==> src/rtl/nonce_sweep_feeder.sv <==
// Nonce sweep feeder: accepts one work unit, drives the hasher write side with
// one nonce per beat across an inclusive range, then issues PIPE_DEPTH flush
// beats so the last real result drains out of the hasher pipeline.
module nonce_sweep_feeder #(
   parameter int unsigned PIPE_DEPTH = 128,
   parameter int unsigned CNT_W      = 8
) (
   input  logic         CLK,
   input  logic         RST,
   input  logic         load_valid,
   output logic         load_ready,
   input  logic [255:0] load_digest,
   input  logic [31:0]  load_merkle_tail,
   input  logic [31:0]  load_timestamp,
   input  logic [31:0]  load_target,
   input  logic [31:0]  load_nonce_start,
   input  logic [31:0]  load_nonce_end,
   input  logic         pause,
   input  logic         abort,
   output logic         write_en,
   output logic [255:0] digest_1,
   output logic [31:0]  merkle_tail,
   output logic [31:0]  timestamp,
   output logic [31:0]  target,
   output logic [31:0]  nonce,
   output logic         flush_out,
   output logic         busy,
   output logic         done,
   output logic         range_err
);

   typedef enum logic [1:0] {StIdle, StRun, StDrain, StDone} state_e;

   localparam logic [CNT_W-1:0] DepthCnt = CNT_W'(PIPE_DEPTH);
   localparam logic [CNT_W-1:0] CntOne   = CNT_W'(1);

   state_e           state_q, state_d;
   logic [31:0]      cur_q, cur_d;
   logic [31:0]      end_q, end_d;
   logic [CNT_W-1:0] cnt_q, cnt_d;
   logic             abort_q, abort_d;
   logic             abort_now;

   logic             write_en_d, flush_d, busy_d, done_d, range_err_d;
   logic [31:0]      nonce_d, merkle_d, timestamp_d, target_d;
   logic [255:0]     digest_d;

   assign load_ready = (state_q == StIdle);

   // An abort seen while paused is remembered until the next issuing edge.
   assign abort_now = abort | abort_q;

   // Next-state and registered-output computation.
   always_comb begin
      state_d     = state_q;
      cur_d       = cur_q;
      end_d       = end_q;
      cnt_d       = cnt_q;
      abort_d     = abort_q;
      write_en_d  = 1'b0;
      flush_d     = 1'b0;
      done_d      = 1'b0;
      range_err_d = 1'b0;
      nonce_d     = nonce;
      digest_d    = digest_1;
      merkle_d    = merkle_tail;
      timestamp_d = timestamp;
      target_d    = target;

      unique case (state_q)
         StIdle: begin
            if (load_valid) begin
               if (load_nonce_end < load_nonce_start) begin
                  range_err_d = 1'b1;
               end else begin
                  digest_d    = load_digest;
                  merkle_d    = load_merkle_tail;
                  timestamp_d = load_timestamp;
                  target_d    = load_target;
                  cur_d       = load_nonce_start;
                  end_d       = load_nonce_end;
                  abort_d     = 1'b0;
                  state_d     = StRun;
               end
            end
         end
         StRun: begin
            if (pause) begin
               abort_d = abort_now;
            end else if (cur_q == end_q) begin
               // End nonce is always issued as real, even on an abort edge.
               write_en_d = 1'b1;
               nonce_d    = cur_q;
               cnt_d      = DepthCnt;
               abort_d    = 1'b0;
               state_d    = StDrain;
            end else if (abort_now) begin
               // Aborting edge becomes the first flush beat.
               write_en_d = 1'b1;
               flush_d    = 1'b1;
               abort_d    = 1'b0;
               if (DepthCnt == CntOne) begin
                  cnt_d   = '0;
                  state_d = StDone;
               end else begin
                  cnt_d   = DepthCnt - CntOne;
                  state_d = StDrain;
               end
            end else begin
               write_en_d = 1'b1;
               nonce_d    = cur_q;
               cur_d      = cur_q + 32'd1;
            end
         end
         StDrain: begin
            if (!pause) begin
               write_en_d = 1'b1;
               flush_d    = 1'b1;
               cnt_d      = cnt_q - CntOne;
               if (cnt_q == CntOne) begin
                  state_d = StDone;
               end
            end
         end
         StDone: begin
            done_d  = 1'b1;
            state_d = StIdle;
         end
         default: state_d = StIdle;
      endcase

      busy_d = (state_d == StRun) || (state_d == StDrain);
   end

   // State and output registers.
   always_ff @(posedge CLK or negedge RST) begin
      if (!RST) begin
         state_q     <= StIdle;
         cur_q       <= '0;
         end_q       <= '0;
         cnt_q       <= '0;
         abort_q     <= 1'b0;
         write_en    <= 1'b0;
         flush_out   <= 1'b0;
         busy        <= 1'b0;
         done        <= 1'b0;
         range_err   <= 1'b0;
         nonce       <= '0;
         digest_1    <= '0;
         merkle_tail <= '0;
         timestamp   <= '0;
         target      <= '0;
      end else begin
         state_q     <= state_d;
         cur_q       <= cur_d;
         end_q       <= end_d;
         cnt_q       <= cnt_d;
         abort_q     <= abort_d;
         write_en    <= write_en_d;
         flush_out   <= flush_d;
         busy        <= busy_d;
         done        <= done_d;
         range_err   <= range_err_d;
         nonce       <= nonce_d;
         digest_1    <= digest_d;
         merkle_tail <= merkle_d;
         timestamp   <= timestamp_d;
         target      <= target_d;
      end
   end

endmodule

==> config.mk <==
export PLATFORM = sky130hd
export DESIGN_NAME = nonce_sweep_feeder
export DESIGN_NICKNAME = d
export VERILOG_FILES = /design/src/rtl/nonce_sweep_feeder.sv
export SDC_FILE = /design/constraint.sdc
export NUM_CORES = 1
export LEC_CHECK = 0
export CORE_AREA = 2 2 320 322
export DETAILED_ROUTE_END_ITERATION = 7
export DIE_AREA = 0 0 322 324
export PLACE_DENSITY = 0.53
export REMOVE_ABC_BUFFERS = 1
export SETUP_SLACK_MARGIN = 0.2
export SLEW_MARGIN = 25
export SYNTH_ARGS = -nofsm -noshare
export SYNTH_HDL_FRONTEND = slang
export SYNTH_SLANG_ARGS = --single-unit
==> constraint.sdc <==
create_clock -name CLK -period 3.4 [get_ports CLK]
set_input_delay 0.68 -clock CLK [delete_from_list [all_inputs] [get_ports CLK]]
set_output_delay 0.68 -clock CLK [all_outputs]
set_load 0.02 [all_outputs]
==> impl_metrics.json <==
{
  "fin_skew_ns": 0.0296,
  "period_share_pct": 93.4,
  "cts_tree": "yes",
  "die_h_um": 324,
  "antenna_found_initial": 15,
  "htree_levels": 2,
  "cp.arrival_ns": 3.69,
  "dp_slack_ns": -0.594,
  "ys_async_sr_fraction_pct": 100,
  "ys_types": 54,
  "max_stage_delay_ns": 0.57,
  "maxCapViolCount": 0,
  "start_kind": "primary input",
  "drtAntennaViolNets": 0,
  "syn2layout_area_growth_pct": 67.4,
  "power_density_nw_per_um2": 935,
  "vias": 15242,
  "rows": 117,
  "io_pins": 811,
  "avgSynthCellArea_um2": 14.1,
  "ys_top_cells_by_count": "dfrtp_1 (464), mux2_1 (300), mux2_2 (117), a21oi_1 (55), inv_1 (44)",
  "syn_inst": 1396,
  "grtUsageTotal_pct": 14.2,
  "yosys-top-cells-area": "dfrtp_1 (59%), mux2_1 (17%), mux2_2 (6.7%), ha_1 (2.4%), buf_6 (2.0%)",
  "grt_pass1_wl_mm": 110,
  "core_um2": 101000,
  "die_w_um": 322,
  "setup_viol": 0,
  "seqCellArea_um2": 11600,
  "worst_hold_slack_ns": 0.329,
  "fillers": 10002,
  "clkSinkCount": 464,
  "synth_warnings": 0,
  "cts_root_buf": "clkbuf_16",
  "finalMaxSlewViolations": 0,
  "final_layout_size_suffix_gt1_share_pct": 18.6,
  "crit_slowest_cell": "or4_4",
  "timing.slew.headroom_pct": 51.5,
  "port_buffers": 810,
  "first_iter_violations": 725,
  "synth.ff_latch_count": 464,
  "hold_depth": 2,
  "dieArea_um2": 104000,
  "tns_ns": 0,
  "critPathKind": "in -> reg",
  "worst_pin_slew_ns": 0.727,
  "first_pass_iters": 5,
  "dp.final_hpwl_mm": 59.3,
  "instances_no_fill": 3700,
  "clockBufferDepth": 3,
  "finalHoldViolCount": 0,
  "wl_per_cell_um": 21.0,
  "cts_made_buffers": 56,
  "status": "finished clean",
  "crit_path_cell_trace": "dlygate4sd2_1, inv_1, ha_4, nand2_2, or3_4, or4_4, a31oi_4, or2_4, buf_4, buf_12, buf_16, buf_16, buf_4, buf_4, mux2_1",
  "synth_edf_count": 0,
  "worst-path-buf-inv": 8,
  "cp_top_family": "simple AND/OR/NAND/NOR gates",
  "syn_area_um2": 19700,
  "grt_pass1_vias": 16455,
  "ys.flop_type": "dfrtp_1",
  "start_util_pct": 19.5,
  "worstHoldStart": "load_nonce_end[12]",
  "nNetsFinal": 2802,
  "place.gp.congestion": 0.806,
  "crit_top_cell": "buf_4",
  "irDropWorstVdd_mv": 0.443,
  "gr-total-overflow": 0,
  "clk-insertion-delay-late_ns": 0.64,
  "hold_end": "end_q[12]",
  "fin_ws_ns": 0.225,
  "fmax_mhz": 315,
  "drc": 0,
  "timing.rr.start": "cur_q[23]",
  "vias_per_cell": 4.12,
  "cp.required_ns": 3.91,
  "synth_top_area_cell": "dfrtp_1",
  "leakagePower_nw": 13.7,
  "place_inst": 3560,
  "rsz0062_at_grt": "false",
  "reg2reg_slack_ns": 0.61,
  "yosys.cell_count.top_type": "dfrtp_1",
  "r2r_end": "cur_q[18]",
  "grt_max_degree": 95,
  "seq_area_frac_synth_pct": 58.9,
  "clk_pin_slew_worst_paths_ns": 0.06,
  "wl_mm": 77.7,
  "setup.worst_path.end_class": "flop",
  "multi_input_area_um2": 7710,
  "crit_fanout": 7,
  "rr_worst_depth": 10,
  "min_path_type": "in -> reg",
  "finalCriticalPeriod_ns": 3.18,
  "synth_top_area_share_pct": 58.9
}
==> kinds of logic (layout without fill, tap and decap cells) <==
| family | count (synthesis) | count (layout) | synth area share, % |
|---|---|---|---|
| xor gates and xnor gates | 33 | 33 | 1.47 |
| other | 0 | 3 | 0 |
| DFF | 464 | 464 | 58.9 |
| AOI/OAI and AO/OA | 159 | 159 | 5.23 |
| and+or+nand+nor | 162 | 162 | 4.34 |
| buffers and inverters | 122 | 1114 | 3.78 |
| muxes | 418 | 418 | 23.9 |
| adders and majority gates | 38 | 38 | 2.41 |
==> power breakdown <==
group	internal [mW]	total [mW]	switching [mW]
logic	7.39	14.4	7.03
registers	8.32	10.2	1.87
clock network	3.76	6.26	2.50
total	19.5	30.9	11.4
==> registers in the layout, indices dropped and copies added, names as in the netlist <==
signal and flops:
digest_1 256, cur_q 32, end_q 32, merkle_tail 32
nonce 32, target 32, timestamp 32, cnt_q 8
state_q 2, abort_q 1, busy 1, done 1
flush_out 1, range_err 1, write_en 1
==> placed cells by master, fill, tap and decap left out, types with 5 or more instances in the layout <==
master             n
mux2_2           114
clkbuf_16         57
ha_1              21
mux2_1           281
clkbuf_2          10
o21ai_0           34
a2bb2oi_1         26
mux2_4            22
clkinvlp_4         5
dlymetal6s2s_1    28
nor4_1             7
nand4_1           33
nand2_1           31
clkinv_2          11
or2_2              5
nand3_1           25
and3_1             8
xnor2_1           32
a21oi_1           52
nor2_1            21
buf_16            12
clkbuf_8          11
inv_1             40
ha_4              16
o22ai_1            9
dfrtp_1          464
clkdlybuf4s50_1  757
nor3_1             7
clkbuf_1           9
nor2b_1            6
dlygate4sd2_1     13
bufinv_16          6
buf_4            111
buf_12            25
==> final cells by class <==
type                       count  share of cell area [%]
timing repair buffer         967                    30.2
clock buffer                  77                    4.88
inverter                      44                   0.500
clock inverter                26                   0.933
tap                         1309                    4.96
multi-input combinational    810                    23.4
sequential                   464                    35.2
antenna                        3                  0.0227
==> worst max path at each step <==
| stage | end | slack (ns) | startpoint | depth (start not counted) |
|---|---|---|---|---|
| after floorplan | busy | -9.15 | load_nonce_start[15] | 9 |
| after global placement | digest_1[125] | -0.62 | load_nonce_start[15] | 11 |
| after detailed placement | digest_1[82] | -0.59 | load_nonce_start[15] | 11 |
| after CTS | end_q[3] | 0.20 | load_nonce_start[25] | 16 |
| after global routing | end_q[0] | 0.19 | load_nonce_start[10] | 15 |
| final | timestamp[5] | 0.22 | load_nonce_start[10] | 15 |
==> worst register-to-register path: cells and delay by family, from the launching register on <==
family          cells  cell delay (ns)
buf+inv             3             0.51
simple gates        3             0.67
xor+xnor            1             0.48
flops               1             0.44
compound gates      3             0.60
==> layer usage <==
metal | global-route usage [%] | vias to the layer above | wire length (um)
li1 | - | 6949 | -
met1 | 16.2 | 7545 | 29500
met2 | 24.3 | 591 | 38900
met3 | 5.68 | 139 | 7300
met4 | 4.55 | 18 | 1890
met5 | 0 | - | 127
==> repair_timing <==
action / CTS / global route
gates cloned: 7 / 0
hold buffers: 0 / 1
setup buffers: 21 / 4
pin swaps: 13 / 15
gates resized for setup: 57 / 88
setup endpoints to repair: 360 / 345
hold endpoints to repair: 0 / 17
==> metrics by stage <==
| stage | power, mW | utilization (%) | cell area, um^2 |
|---|---|---|---|
| 2_1_floorplan | 16.7 | - | 19100 |
| 6_report | 30.9 | 32.7 | 33000 |
| 3_5_place_dp | 24.4 | 29.8 | 30100 |
| 5_1_grt | 32.5 | 32.7 | 33000 |
| 4_1_cts | 31.2 | 32.3 | 32600 |
| 3_3_place_gp | 24.1 | 29.8 | 30100 |
Note: power is estimated with default switching activity, not from simulation.
